## src/rtl/uart_ingress_mux.sv

```systemverilog
// Per-channel UART byte FIFOs merged round-robin into a single registered output stage.
// Define UART_INGRESS_MUX_XOFF_EN to add per-channel xoff flow control with hysteresis.
module uart_ingress_mux #(
  parameter int CHANNELS    = 4,
  parameter int DEPTH       = 16,
  parameter int XOFF_MARGIN = 4
) (
  input  logic                  clk,
  input  logic                  rst_n,
  input  logic [CHANNELS-1:0]   in_valid,
  input  logic [8*CHANNELS-1:0] in_data,
  output logic                  out_valid,
  input  logic                  out_ready,
  output logic [7:0]            out_data,
  output logic [2:0]            out_chan,
`ifdef UART_INGRESS_MUX_XOFF_EN
  output logic [CHANNELS-1:0]   xoff,
`endif
  output logic [CHANNELS-1:0]   ovf,
  input  logic [CHANNELS-1:0]   ovf_clr
);

  localparam int PTR_W = $clog2(DEPTH);
  localparam int CNT_W = PTR_W + 1;

  logic [CHANNELS-1:0]            full;
  logic [CHANNELS-1:0]            nonempty;
  logic [CHANNELS-1:0]            wr_en;
  logic [CHANNELS-1:0]            pop;
  logic [CHANNELS-1:0]            ovf_set;
  logic [CHANNELS-1:0][7:0]       head_data;
  logic [CHANNELS-1:0][CNT_W-1:0] count;
  logic                           load;
  logic                           grant_valid;
  logic [2:0]                     grant;
  logic [2:0]                     rr_ptr;
  logic [7:0]                     grant_data;

  assign load = !out_valid || out_ready;

  for (genvar c = 0; c < CHANNELS; c++) begin : g_chan
    logic [7:0]       mem [DEPTH];
    logic [PTR_W-1:0] wr_ptr;
    logic [PTR_W-1:0] rd_ptr;
    logic [CNT_W-1:0] cnt;

    // Fullness uses the registered count, so a same-cycle pop never makes room for a write.
    assign count[c]     = cnt;
    assign full[c]      = (cnt == CNT_W'(DEPTH));
    assign nonempty[c]  = (cnt != '0);
    assign wr_en[c]     = in_valid[c] && !full[c];
    assign ovf_set[c]   = in_valid[c] && full[c];
    assign pop[c]       = load && grant_valid && (grant == 3'(c));
    assign head_data[c] = mem[rd_ptr];

    always_ff @(posedge clk) begin
      if (wr_en[c]) mem[wr_ptr] <= in_data[8*c +: 8];
    end

    always_ff @(posedge clk or negedge rst_n) begin
      if (!rst_n) begin
        wr_ptr <= '0;
        rd_ptr <= '0;
        cnt    <= '0;
      end else begin
        if (wr_en[c]) wr_ptr <= wr_ptr + PTR_W'(1);
        if (pop[c])   rd_ptr <= rd_ptr + PTR_W'(1);
        if (wr_en[c] && !pop[c])      cnt <= cnt + CNT_W'(1);
        else if (!wr_en[c] && pop[c]) cnt <= cnt - CNT_W'(1);
      end
    end
  end

  // Rotating priority: first non-empty channel at or above rr_ptr, else wrap to the lowest.
  always_comb begin
    grant_valid = 1'b0;
    grant       = '0;
    grant_data  = '0;
    for (int c = 0; c < CHANNELS; c++) begin
      if (!grant_valid && nonempty[c] && (c >= int'(rr_ptr))) begin
        grant_valid = 1'b1;
        grant       = 3'(c);
        grant_data  = head_data[c];
      end
    end
    for (int c = 0; c < CHANNELS; c++) begin
      if (!grant_valid && nonempty[c] && (c < int'(rr_ptr))) begin
        grant_valid = 1'b1;
        grant       = 3'(c);
        grant_data  = head_data[c];
      end
    end
  end

  always_ff @(posedge clk or negedge rst_n) begin
    if (!rst_n) begin
      out_valid <= 1'b0;
      out_data  <= '0;
      out_chan  <= '0;
      rr_ptr    <= '0;
    end else if (load) begin
      out_valid <= grant_valid;
      if (grant_valid) begin
        out_data <= grant_data;
        out_chan <= grant;
        rr_ptr   <= (grant == 3'(CHANNELS - 1)) ? 3'd0 : grant + 3'd1;
      end
    end
  end

  // A new overflow in the same cycle as a clear keeps the flag set.
  always_ff @(posedge clk or negedge rst_n) begin
    if (!rst_n) ovf <= '0;
    else        ovf <= (ovf & ~ovf_clr) | ovf_set;
  end

`ifdef UART_INGRESS_MUX_XOFF_EN
  localparam int XOFF_ON  = DEPTH - XOFF_MARGIN;
  localparam int XOFF_OFF = DEPTH / 2;

  always_ff @(posedge clk or negedge rst_n) begin
    if (!rst_n) begin
      xoff <= '0;
    end else begin
      for (int c = 0; c < CHANNELS; c++) begin
        if (count[c] >= CNT_W'(XOFF_ON))       xoff[c] <= 1'b1;
        else if (count[c] <= CNT_W'(XOFF_OFF)) xoff[c] <= 1'b0;
      end
    end
  end
`endif

endmodule

```

## config.mk

```make
export PLATFORM = sky130hd
export DESIGN_NAME = uart_ingress_mux
export DESIGN_NICKNAME = d
export VERILOG_FILES = /design/src/rtl/uart_ingress_mux.sv
export SDC_FILE = /design/constraint.sdc
export NUM_CORES = 1
export LEC_CHECK = 0
export BUFFER_PORTS_ARGS = -buffer_cell sky130_fd_sc_hd__buf_2
export CAP_MARGIN = 20
export CORE_MARGIN = 2
export CORE_UTILIZATION = 40
export DETAILED_ROUTE_END_ITERATION = 8
export PLACE_DENSITY_LB_ADDON = 0.2
export SLEW_MARGIN = 5
export SYNTH_ARGS = -nofsm -noshare
export SYNTH_HDL_FRONTEND = slang
export SYNTH_SLANG_ARGS = --single-unit
```

## constraint.sdc

```tcl
create_clock -name clk -period 5.3 [get_ports clk]
set_input_delay 0.265 -clock clk [delete_from_list [all_inputs] [get_ports clk]]
set_output_delay 0.265 -clock clk [all_outputs]
set_load 0.01 [all_outputs]
```

==> out/results.txt <==
Final hold slack = 0.0407 ns
Initial antenna violation count = 2
Tmin final = 4.27 ns
Status = completed
Final worst path period share = 0.806
Net count after synthesis = 1,361
Largest stage delay, worst path = 0.50 ns
Worst path slowest cell = or3_1
CP Cell Sequence = nor4_4, and2_1, a21oi_1, or3_1, and3_1, inv_1, ha_1, nand2_1, ha_1, inv_1, ha_1, a21o_1, a21oi_1, xnor2_1, nor2_1, xnor2_1
Unrepaired setup endpoints after global routing = false
Global-route wire length before repair = 76,600 µm
Chip Width = 249 µm
1st-iter DRT viols = 794
Routability Congestion = 0.813
H-tree levels = 2
CP Class = flop to flop
Pleak = 9.08 nW
Total die area = 0.0619 mm²
# port buffers = 57
Number of library cell types mapped by synthesis = 65
Number of enable flip-flop cells after synthesis = 512
Final wirelength = 50,100 µm
Maximum fanout along the worst path = 8
Async set-reset flop share out of synthesis = 0.119
GRT Overall Usage = 0.165
Register bit total from synthesis = 581
Via density = 5.37
Ys Warns = 0
Num CTS Buffers = 60
Critical path buffer and inverter count = 2
Starting Density = 0.406
Mapped Area = 0.0240 mm²
Setup_tns = 0 ns
Worst path arrival time = 4.76 ns
Setup crit start kind = flop
Largest net degree at the start of global routing = 60
Max Buffers Root-to-Sink = 3
DRT Pass-1 Iters = 5
Max-Cap Viols = 0
DP Wirelength = 33,500 µm
Clk pin slew, worst setup/hold paths = 0.06 ns
Most used DFF post-synth = edfxtp_1
CTS tree = done
Slew @ Worst Pin = 1.06 ns
Sequential area share after synthesis = 0.713
Number of global-route vias before repair = 12,023
WL per Instance = 23.0 µm
Crit-path most repeated cell = ha_1
PwrDens = 558 mW/mm²
Floorplan core area = 0.0591 mm²
# DRC = 0
Critical path capture point type = flop
Worst Hold Class = primary input to flop
Final hold violations = 0
Row count = 89
Worst path top cell family by delay = simple AND/OR/NAND/NOR gates
CTS Sinks = 581
Nets@finish = 1,443
Share of cells above drive strength 1 = 0.239
Achievable clock frequency = 234 MHz
Peak VDD IR = 0.296 mV
DIE HEIGHT = 249 µm
P&R area growth vs syn = 13.2%
Syn Inst Count = 1,273
Avg Inst Size Synth = 18.8 µm²
Worst skew pair latency = 0.61 ns
Clock skew = 0.0179 ns
Ports = 59
Total number of vias = 11,693
Post-DRT Antenna Nets = 0
Final Max Tran Viols = 0
Final setup vio count = 0
Gr ovfl total = 0
Clk root buf = clkbuf_16
Slew margin rel. = 0.289
CP required = 5.79 ns
-- routing by layer --
| layer | GRT usage | up-vias | wire, µm |
|---|---|---|---|
| met3 | 0.0297 | 63 | 2340 |
| met4 | 0.0450 | 2 | 907 |
| met1 | 0.226 | 6145 | 22000 |
| li1 | - | 5262 | - |
| met2 | 0.271 | 221 | 24800 |
| met5 | 0 | - | 10 |
-- power breakdown --
| group | switching (mW) | internal (mW) |
|---|---|---|
| sequential | 0.845 | 5.66 |
| combinational | 2.24 | 2.13 |
| clock | 1.70 | 2.57 |
| total | 4.78 | 10.4 |
-- worst register-to-register path: cells and delay by family (launching register included) --
kind            cells  cell delay [ns]
compound gates      3             0.60
fa+ha+maj           3             0.79
simple gates        6             1.80
xor+xnor            2             0.26
flops               1             0.45
buf+inv             2             0.26
-- cells by family after synthesis --
| kind of cell | Yosys count | share of synthesized area |
|---|---|---|
| flip-flops | 581 | 0.713 |
| XOR/XNOR | 44 | 0.0161 |
| other | 1 | 0.000156 |
| multiplexers | 176 | 0.147 |
| buffers and inverters | 93 | 0.0199 |
| AND/OR/NAND/NOR | 213 | 0.0442 |
| adder cells (fa/ha/maj) | 45 | 0.0247 |
| AO/OA/AOI/OAI | 120 | 0.0351 |
-- through the flow --
stage | utilization | cell area (µm²) | total power [mW] | cells | setup slack (ns)
finish | 0.459 | 27200 | 15.1 | 2177 | 1.03
global placement | 0.424 | 25100 | 11.0 | 2059 | 1.22
CTS | 0.459 | 27100 | 15.3 | 2175 | 1.08
global route | 0.459 | 27100 | 16.0 | 2176 | 0.762
detailed placement | 0.424 | 25100 | 11.0 | 2059 | 1.10
floorplan | - | 24000 | 9.65 | 1273 | 1.68
-- flip-flops by register name, indices dropped and copies added, names as in the netlist --
signal,cells
out_chan,2
g_chan.mem,512
out_valid,1
ovf,4
rr_ptr,2
g_chan.rd_ptr,16
out_data,8
g_chan.wr_ptr,16
g_chan.cnt,20
-- cell type report --
| cell class | instances | area [µm²] |
|---|---|---|
| sequential | 581 | 17100 |
| antenna | 1 | 2.50 |
| fill | 4956 | 32000 |
| tap | 773 | 967 |
| timing repair buffer | 83 | 510 |
| clock buffer | 79 | 1610 |
| clock inverter | 31 | 385 |
| inverter | 30 | 113 |
| multi-input combinational | 599 | 6450 |
-- Yosys cell counts (9+ instances only) --
cell	n	area share
nand3_1	12	0.0025
a22oi_1	9	0.0028
mux2i_1	27	0.011
o21ai_0	24	0.0050
nor2b_1	11	0.0029
nand2_1	45	0.0070
edfxtp_1	512	0.64
a21oi_1	23	0.0048
mux4_2	133	0.12
xnor2_1	37	0.014
mux2_2	11	0.0052
nor3_1	26	0.0054
dfrtp_1	69	0.072
a21o_1	10	0.0031
ha_1	41	0.021
inv_1	30	0.0047
nor2_1	73	0.011
buf_2	20	0.0042
nand2b_1	10	0.0026
buf_1	10	0.0016
clkbuf_1	19	0.0030
a221oi_1	12	0.0044
-- worst paths after layout --
path	cells past startpoint	endpoint	start	slack (ns)
hold / removal	1	g_chan[3].mem[11][5]$_DFFE_PP_	in_data[29]	0.04
min in group asynchronous	2	g_chan[3].wr_ptr[1]$_DFFE_PN0P_	rst_n	0.07
setup reg to reg	16	g_chan[1].cnt[4]$_DFFE_PN0P_	g_chan[2].cnt[1]$_DFFE_PN0P_	1.03
hold reg to reg	2	out_data[4]$_DFFE_PN0N_	out_data[4]$_DFFE_PN0N_	0.52
setup / recovery	16	g_chan[1].cnt[4]$_DFFE_PN0P_	g_chan[2].cnt[1]$_DFFE_PN0P_	1.03
max in group asynchronous	3	g_chan[0].rd_ptr[0]$_DFFE_PN0P_	rst_n	4.07
-- layout by cell type, fill, tap and decap left out, types with 11 or more instances in the layout --
| master | synthesis | final |
|---|---|---|
| clkinv_2 | 0 | 13 |
| mux4_2 | 133 | 133 |
| mux2i_1 | 27 | 27 |
| nor2_1 | 73 | 73 |
| clkbuf_16 | 0 | 61 |
| mux2_2 | 11 | 11 |
| edfxtp_1 | 512 | 512 |
| o21ai_0 | 24 | 24 |
| dfrtp_1 | 69 | 65 |
| nand3_1 | 12 | 12 |
| xnor2_1 | 37 | 37 |
| inv_1 | 30 | 30 |
| ha_1 | 41 | 41 |
| nand2_1 | 45 | 45 |
| buf_2 | 20 | 56 |
| nor3_1 | 26 | 18 |
| clkbuf_1 | 19 | 16 |
| a21oi_1 | 23 | 23 |
| buf_4 | 5 | 20 |
| a221oi_1 | 12 | 12 |
| nor2b_1 | 11 | 11 |
-- what timing repair did --
| item | 4_1_cts | 5_1_grt |
|---|---|---|
| resized for setup | 0 | 0 |
| setup buffers | 0 | 0 |
| hold buffers | 6 | 0 |
| endpoints found under the hold margin | 14 | 0 |
No activity file was read; power rests on OpenSTA's default activity.
